### src/rtl/mcu_pkg.sv
// Shared encodings for the multicycle control unit: states, opcodes and datapath mux selects.
package mcu_pkg;

    typedef enum logic [3:0] {
        StFetch   = 4'd0,
        StDecode  = 4'd1,
        StMemAddr = 4'd2,
        StMemRd   = 4'd3,
        StMemWb   = 4'd4,
        StMemWr   = 4'd5,
        StExecR   = 4'd6,
        StRWb     = 4'd7,
        StBranch  = 4'd8,
        StJump    = 4'd9,
        StAddiEx  = 4'd10,
        StAddiWb  = 4'd11,
        StTrap    = 4'd12
    } state_e;

    localparam logic [5:0] OpRType = 6'h00;
    localparam logic [5:0] OpLw    = 6'h23;
    localparam logic [5:0] OpSw    = 6'h2B;
    localparam logic [5:0] OpBeq   = 6'h04;
    localparam logic [5:0] OpJ     = 6'h02;
    localparam logic [5:0] OpAddi  = 6'h08;

    localparam logic [1:0] AluAdd   = 2'd0;
    localparam logic [1:0] AluSub   = 2'd1;
    localparam logic [1:0] AluRType = 2'd2;

    localparam logic [1:0] SrcBRegB   = 2'd0;
    localparam logic [1:0] SrcBFour   = 2'd1;
    localparam logic [1:0] SrcBImm    = 2'd2;
    localparam logic [1:0] SrcBImmSh2 = 2'd3;

    localparam logic [1:0] PcSrcAlu    = 2'd0;
    localparam logic [1:0] PcSrcAluOut = 2'd1;
    localparam logic [1:0] PcSrcJump   = 2'd2;

    function automatic state_e decode_next(input logic [5:0] op);
        case (op)
            OpRType:    return StExecR;
            OpLw, OpSw: return StMemAddr;
            OpBeq:      return StBranch;
            OpJ:        return StJump;
            OpAddi:     return StAddiEx;
            default:    return StTrap;
        endcase
    endfunction

endpackage

### src/rtl/mem_wait_timer.sv
// Counts consecutive not-ready cycles in a memory-wait state and flags the final allowed cycle.
module mem_wait_timer #(
    parameter int unsigned MEM_TIMEOUT = 16
) (
    input  logic clk,
    input  logic rst,
    input  logic waiting,
    input  logic mem_ready,
    output logic expired
);

    logic [7:0] count_q;

    // Any cycle that is not a stalled wait leaves or avoids a wait state, so clearing here
    // guarantees a zero count on every entry.
    always_ff @(posedge clk) begin
        if (rst || !waiting || mem_ready) begin
            count_q <= '0;
        end else begin
            count_q <= count_q + 8'd1;
        end
    end

    assign expired = waiting && !mem_ready && (count_q == 8'(MEM_TIMEOUT - 1));

endmodule

### src/rtl/multicycle_control_unit.sv
// Multicycle MIPS-style control FSM with memory-wait timeout and illegal-opcode trap.
module multicycle_control_unit
    import mcu_pkg::*;
#(
    parameter int unsigned OPCODE_W    = 6,
    parameter int unsigned ALU_OP_W    = 2,
    parameter int unsigned MEM_TIMEOUT = 16
) (
    input  logic                clk,
    input  logic                rst,
    input  logic [OPCODE_W-1:0] opcode,
    input  logic                zero,
    input  logic                mem_ready,
    output logic                mem_read,
    output logic                mem_write,
    output logic                iord,
    output logic                ir_write,
    output logic                pc_write,
    output logic                reg_write,
    output logic                reg_dst,
    output logic                mem_2_reg,
    output logic                alu_src_a,
    output logic [1:0]          alu_src_b,
    output logic [ALU_OP_W-1:0] alu_op,
    output logic [1:0]          pc_source,
    output logic [3:0]          state_o,
    output logic                illegal,
    output logic                timeout
);

    state_e     state_q, state_d;
    logic       illegal_q, timeout_q;
    logic       set_illegal, set_timeout;
    logic       waiting, expired;
    logic       op_fits;
    logic [5:0] op_low;
    logic [1:0] alu_op_sel;

    // Opcodes wider than the known set only match if the extra upper bits are zero.
    assign op_fits = (opcode >> 6) == '0;
    assign op_low  = 6'(opcode);
    assign waiting = (state_q == StFetch) || (state_q == StMemRd) || (state_q == StMemWr);

    mem_wait_timer #(
        .MEM_TIMEOUT(MEM_TIMEOUT)
    ) u_wait_timer (
        .clk      (clk),
        .rst      (rst),
        .waiting  (waiting),
        .mem_ready(mem_ready),
        .expired  (expired)
    );

    always_ff @(posedge clk) begin
        if (rst) begin
            state_q   <= StFetch;
            illegal_q <= 1'b0;
            timeout_q <= 1'b0;
        end else begin
            state_q   <= state_d;
            illegal_q <= illegal_q | set_illegal;
            timeout_q <= timeout_q | set_timeout;
        end
    end

    always_comb begin
        state_d     = state_q;
        set_illegal = 1'b0;
        set_timeout = 1'b0;
        mem_read    = 1'b0;
        mem_write   = 1'b0;
        iord        = 1'b0;
        ir_write    = 1'b0;
        pc_write    = 1'b0;
        reg_write   = 1'b0;
        reg_dst     = 1'b0;
        mem_2_reg   = 1'b0;
        alu_src_a   = 1'b0;
        alu_src_b   = SrcBRegB;
        alu_op_sel  = AluAdd;
        pc_source   = PcSrcAlu;

        case (state_q)
            StFetch: begin
                mem_read  = 1'b1;
                alu_src_b = SrcBFour;
                ir_write  = mem_ready;
                pc_write  = mem_ready;
                if (mem_ready) begin
                    state_d = StDecode;
                end else if (expired) begin
                    state_d     = StTrap;
                    set_timeout = 1'b1;
                end
            end
            StDecode: begin
                alu_src_b = SrcBImmSh2;
                state_d   = op_fits ? decode_next(op_low) : StTrap;
                if (state_d == StTrap) begin
                    set_illegal = 1'b1;
                end
            end
            StMemAddr: begin
                alu_src_a = 1'b1;
                alu_src_b = SrcBImm;
                state_d   = (op_fits && op_low == OpSw) ? StMemWr : StMemRd;
            end
            StMemRd, StMemWr: begin
                mem_read  = (state_q == StMemRd);
                mem_write = (state_q == StMemWr);
                iord      = 1'b1;
                if (mem_ready) begin
                    state_d = (state_q == StMemRd) ? StMemWb : StFetch;
                end else if (expired) begin
                    state_d     = StTrap;
                    set_timeout = 1'b1;
                end
            end
            StMemWb: begin
                reg_write = 1'b1;
                mem_2_reg = 1'b1;
                state_d   = StFetch;
            end
            StExecR: begin
                alu_src_a  = 1'b1;
                alu_op_sel = AluRType;
                state_d    = StRWb;
            end
            StRWb: begin
                reg_write = 1'b1;
                reg_dst   = 1'b1;
                state_d   = StFetch;
            end
            StBranch: begin
                alu_src_a  = 1'b1;
                alu_op_sel = AluSub;
                pc_source  = PcSrcAluOut;
                pc_write   = zero;
                state_d    = StFetch;
            end
            StJump: begin
                pc_source = PcSrcJump;
                pc_write  = 1'b1;
                state_d   = StFetch;
            end
            StAddiEx: begin
                alu_src_a = 1'b1;
                alu_src_b = SrcBImm;
                state_d   = StAddiWb;
            end
            StAddiWb: begin
                reg_write = 1'b1;
                state_d   = StFetch;
            end
            StTrap: state_d = StTrap;
            default: state_d = StFetch;
        endcase

        // Architectural side effects must not fire while reset is held.
        if (rst) begin
            mem_write = 1'b0;
            reg_write = 1'b0;
            pc_write  = 1'b0;
            ir_write  = 1'b0;
        end
    end

    assign alu_op  = ALU_OP_W'(alu_op_sel);
    assign state_o = state_q;
    assign illegal = illegal_q;
    assign timeout = timeout_q;

endmodule

### config.mk
export PLATFORM = sky130hd
export DESIGN_NAME = multicycle_control_unit
export DESIGN_NICKNAME = d
export VERILOG_FILES = /design/src/rtl/mcu_pkg.sv /design/src/rtl/mem_wait_timer.sv /design/src/rtl/multicycle_control_unit.sv
export SDC_FILE = /design/constraint.sdc
export NUM_CORES = 1
export LEC_CHECK = 0
export BUFFER_PORTS_ARGS = -buffer_cell sky130_fd_sc_hd__buf_2
export CORE_MARGIN = 2
export CORE_UTILIZATION = 50
export CTS_BUF_LIST = sky130_fd_sc_hd__clkbuf_8 sky130_fd_sc_hd__clkbuf_16
export DETAILED_ROUTE_END_ITERATION = 10
export GPL_TIMING_DRIVEN = 0
export PLACE_DENSITY = 0.89
export RECOVER_POWER = 50
export SYNTH_ARGS = -nofsm -noshare
export SYNTH_HDL_FRONTEND = slang
export SYNTH_SLANG_ARGS = --single-unit
### constraint.sdc
create_clock -name clk -period 3.71 [get_ports clk]
set_input_delay 0.742 -clock clk [delete_from_list [all_inputs] [get_ports clk]]
set_output_delay 0.742 -clock clk [all_outputs]
set_load 0.03 [all_outputs]
---- Word-level counts from Yosys, hierarchy flattened ----
Cells that the tools add are included.
storage, ports and cells
  flip-flop bits (word level) ............. 14
  bits in latches ......................... 0
  bits in writable memories ............... 0
  ROM bits ................................ 0
  input port bits ......................... 10
  output and inout port bits .............. 21
  logic and storage cells ................. 71
  memories kept ........................... 0
cells by class
  add/subtract/negate cells ............... 1
  multiply operators ...................... 0
  divide/modulo/power cells ............... 0
  order comparisons ....................... 0
  equal/unequal tests ..................... 19
  shift-type cells ........................ 0
  mux-type cells .......................... 29
  bitwise operators ....................... 2
  reductions and logical operators ........ 16
operators with widths
  cell                 count
  $pmux 4 s7           1
  $eq 4x4->1 const B   6
  $pmux 4 s5           1
  $eq 4x3->1 const B   4
  $mux 1               16
  $mux 4               4
  $eq 6x6->1 const B   2
  $add 8x1->8 const B  1
  $eq 4x2->1 const B   2
  $eq 8x4->1 const B   1
  $pmux 2 s2           2
  $eq 6x2->1 const B   1
  $eq 6x3->1 const B   1
  $eq 6x4->1 const B   1
  $logic_not 6->1      1
  $mux 3               2
  $pmux 2 s3           1
  $reduce_or 2->1      3
  $reduce_or 3->1      2
  $eq 4x1->1 const B   1
  $logic_not 4->1      1
  $logic_or 1x1->1     4
  $reduce_or 4->1      1
  $pmux 1 s3           1
  other kinds (4)      7

---- Logic depth before layout (Yosys ltp) ----
  word-level depth ........................ 9
  mapped depth ............................ 6
  gate-level depth less buffers ........... 5

---- By module ----
A second synthesis with hierarchy kept.
second synthesis, totals
  cells, all modules ...................... 142
  area total of the unflattened synthesis .. 1049.8 µm²
by module, submodules not included
  module                   times used  cells an instance  area an instance (µm²)  seq. area each (µm²)
  multicycle_control_unit  1           105                711.9                   120.1
  mem_wait_timer           1           37                 337.8                   160.2

---- Least setup slack after synthesis ----
OpenSTA, ideal clock, no wires.
  path type ............................... register to output
  from .................................... reg state_q[3], in the netlist state_o[3]
  to ...................................... out pc_write
  data arrival time ....................... 2.008 ns
  data required time ...................... 2.968 ns
  slack ................................... 0.960 ns
  cell stages (with the launch flop) ...... 6
  path buffers ............................ 2
  cell sequence ........................... dfxtp_1 buf_6 clkbuf_1 o21a_1 a21oi_1 nor4_1
on the way
  word-level cells in the longest chain between the ends .. 3
  elaborated cells on any way between the ends .. 5
  classes of those cells .................. eq/ne (2); mux (2); reduce/logical (1)
RTL lines
  element                                               line                            source
  from (decl)                                           multicycle_control_unit.sv:31   state_e state_q, state_d;
  from (signal assigned)                                multicycle_control_unit.sv:56   state_q <= StFetch;
  from (signal assigned)                                multicycle_control_unit.sv:60   state_q <= state_d;
  $eq 4x4->1 / $logic_not 4->1 (equally long branches)  multicycle_control_unit.sv:83   case (state_q)
  $pmux 1 s3 (*)                                        multicycle_control_unit.sv:83
  $mux 1 (*)                                            multicycle_control_unit.sv:160  if (rst) begin
  to (decl)                                             multicycle_control_unit.sv:18   output logic pc_write,
Mark *: on every way between the ends. The rest lies on a longest branch, timed or not.

---- Worst setup path in the final report ----
Ends and elaborated chain as after synthesis.

==> impl_metrics.yaml <==
sta:
  fmax_mhz: 382
  fin_tns_setup_ns: 0
  fin_crit_ns: 2.62
  worst_slew_pin_slew_ns: 0.508
  setup_viol: 0
  setup_slack_ns: 1.09
  fin_crit_sh_pct: 70.5
  slew_viol_final: 0
  relSlewSlack_pct: 65.9
  rsz0062_at_grt: "no"
  finalClockSkew_ns: 0.00120
  hold_viol_final: 0
clock_tree:
  root_buffer: "clkbuf_8"
  cts_buffers: 3
  clockBufferDepth: 2
  path_clk_slew_ns: 0.06
  cts_setup_buffers: 0
  cts_sinks: 14
  clock_latency_ns: 0.24
  cts_resized: 0
  holdBufCountCts: 0
  htree_levels: 1
  cts_tree: "done"
pwr:
  internal-power_mw: 0.311
  seqPwrFrac_pct: 33.8
  p_sw_share_pct: 36.0
  clock_power_share_pct: 30.0
  p_comb_share_pct: 36.2
  power_leakage_nw: 0.466
  power_density_nw_per_um2: 397
  power_switching_mw: 0.175
  ir_drop_mv: 0.174
die:
  row_count: 16
  die_y_um: 49.0
  coreArea_um2: 1940
  die_area_um2: 2400
  io_pins: 31
  start_util_pct: 52.1
  die_w_um: 49.0
flow_run:
  drv_cap: 0
synthesis:
  async_flop_share_pct: 0
  synth_edf_count: 0
  synthesis.nets: 146
  synth_top_area_cell: "dfxtp_1"
  ys.flop_type: "dfxtp_1"
  syn_area_um2: 1010
  synth_most_common_cell: "nor2_1"
  synth_cell_types: 43
  syn_avg_cell_area_um2: 7.50
  ys_warn_count: 0
  synth.top_cell.area_share_pct: 27.7
  syn_inst: 135
  synth_commonest_cells: "nor2_1, dfxtp_1, a21oi_1"
  synthTopCellsByArea: "dfxtp_1, nor2_1, xnor2_1, a21oi_1, nand2b_1"
  ys_ff_latch: 14
  ys_seq_area_share_pct: 27.7
finish:
  area_growth_pct: 20.8
  fillers: 181
  drive_gt1_share_pct: 21.4
  diodes: 0
  final_net_count: 180
grt:
  grt_pass1_vias: 958
  grt_antenna_before_repair: 0
  grt_max_degree: 11
  grt_use_total_pct: 21.1
  grt_pass1_wl_um: 4080
  grt_overflow_total: 0
hold_path:
  hold_path_end: "u_wait_timer.count_q[0]$_SDFF_PP0_"
  hold_path_class: "register to register"
  hold_depth: 1
  hp-start: "u_wait_timer.count_q[0]$_SDFF_PP0_"
detailed_routing:
  drt_iter0_drc: 34
  vias_per_cell: 5.67
  ant_nets: 0
  drt-wirelength-per-cell_um: 12.5
  route.vias.total: 1106
  routed_wl_um: 2440
  drt_pre_antenna_iters: 4
  remaining_drc_errors: 0
place:
  dpl_worst_slack_ns: 1.52
  gp_congestion: 0.893
  dp_hpwl_um: 1770
  port_buffers: 29
run_status:
  status: "complete, no violations"
critical_path:
  crit_path_start: "state_o[3]$_SDFF_PP0_"
  r2r_cells: 5
  path_class: "register to output pin"
  r2r_start: "state_o[3]$_SDFF_PP0_"
  reg2reg_slack_ns: 1.90
  cp-start-kind: "register"
  path_max_fanout: 10
  cp_cell_sequence: "clkbuf_1, clkbuf_1, o21a_1, a21oi_1, nor4_1, buf_2"
  crit_required_ns: 2.97
  r2r_end: "state_o[2]$_SDFF_PP0_"
  cp-end-kind: "output pin"
  crit_path_max_incr_delay_ns: 0.36
  critPathMostFrequentCell: "clkbuf_1"
  crit_slowest_cell: "clkbuf_1"
  arrival_ns: 1.87
through the flow:
stage | hold WS [ns] | utilization (%) | instance area, um2 | instances | total power, mW
floorplan | 0.418 | - | 1010 | 135 | 0.300
global placement | 0.430 | 61.3 | 1190 | 191 | 0.342
detailed placement | 0.441 | 61.3 | 1190 | 191 | 0.346
CTS | 0.452 | 64.2 | 1250 | 195 | 0.492
global route | 0.460 | 63.0 | 1220 | 195 | 0.509
finish | 0.447 | 63.0 | 1220 | 195 | 0.485
routing by layer:
layer  share of wire, %  up-vias  GRT usage (%)
li1                   -      552              -
met1                 45      505           27.4
met2                 47       45           35.4
met3                6.1        4           3.07
met4                1.2        0           7.62
met5                  0        -              0
worst max-delay path, delay by kind of cell, from the launching register on:
family	cells	cell delay (ns)
buffers and inverters	3	0.92
DFF	1	0.33
AOI/OAI and AO/OA	2	0.22
and+or+nand+nor	1	0.17
layout by cell type, fill, tap and decap left out, drive strengths merged:
cell type,n
a211oi,1
a21o,1
a21oi,10
a22oi,1
a31oi,2
a41oi,1
and3,2
buf,28
clkbuf,15
dfxtp,14
ha,1
inv,4
nand2,5
nand2b,5
nand3,4
nand3b,3
nor2,23
nor2b,1
nor3,5
nor3b,3
nor4,4
nor4b,4
o211ai,1
o21a,1
o21ai,4
o21bai,1
o22ai,2
o311ai,1
o31ai,3
or2,4
or3,1
or3b,4
or4,1
xnor2,6
xor2,2
power by group through the flow:
| stage | Sequential (mW) | Combinational, mW | Clock (mW) |
|---|---|---|---|
| final | 0.164 | 0.176 | 0.146 |
| after global routing | 0.165 | 0.189 | 0.155 |
| after CTS | 0.164 | 0.179 | 0.148 |
| after detailed placement | 0.167 | 0.179 | 0 |
| after global placement | 0.167 | 0.175 | 0 |
| after floorplan | 0.177 | 0.123 | 0 |
registers in the layout, indices dropped and copies added (netlist names):
signal                flops
illegal                   1
state_o                   4
u_wait_timer.count_q      8
timeout                   1
final cells by class:
type | instances | area (um2) | share of cell area (%)
Buffer | 10 | 46.3 | 3.79
Clock buffer | 4 | 55.1 | 4.50
Inverter | 4 | 15.0 | 1.23
Multi-Input combinational cell | 107 | 654 | 53.5
Sequential cell | 14 | 280 | 22.9
Tap cell | 27 | 33.8 | 2.76
Timing Repair Buffer | 29 | 138 | 11.3
kinds of logic (layout without fill, tap and decap cells):
kind of cell    Yosys count  after routing  synth area share [%]
buf+inv                  14             47                  7.05
xor+xnor                  8              8                  6.92
flops                    14             14                  27.7
simple gates             69             69                  38.8
fa+ha+maj                 1              1                  1.24
compound gates           29             29                  18.3
how the worst max path moves through the flow:
stage	depth (start not counted)	slack (ns)	end
after floorplan	5	0.96	pc_write
after global placement	3	1.56	ir_write
after detailed placement	3	1.52	ir_write
after CTS	5	1.30	alu_src_b[1]
after global routing	6	0.91	pc_write
final	6	1.09	pc_write
No activity file was read; power rests on OpenSTA's default activity.
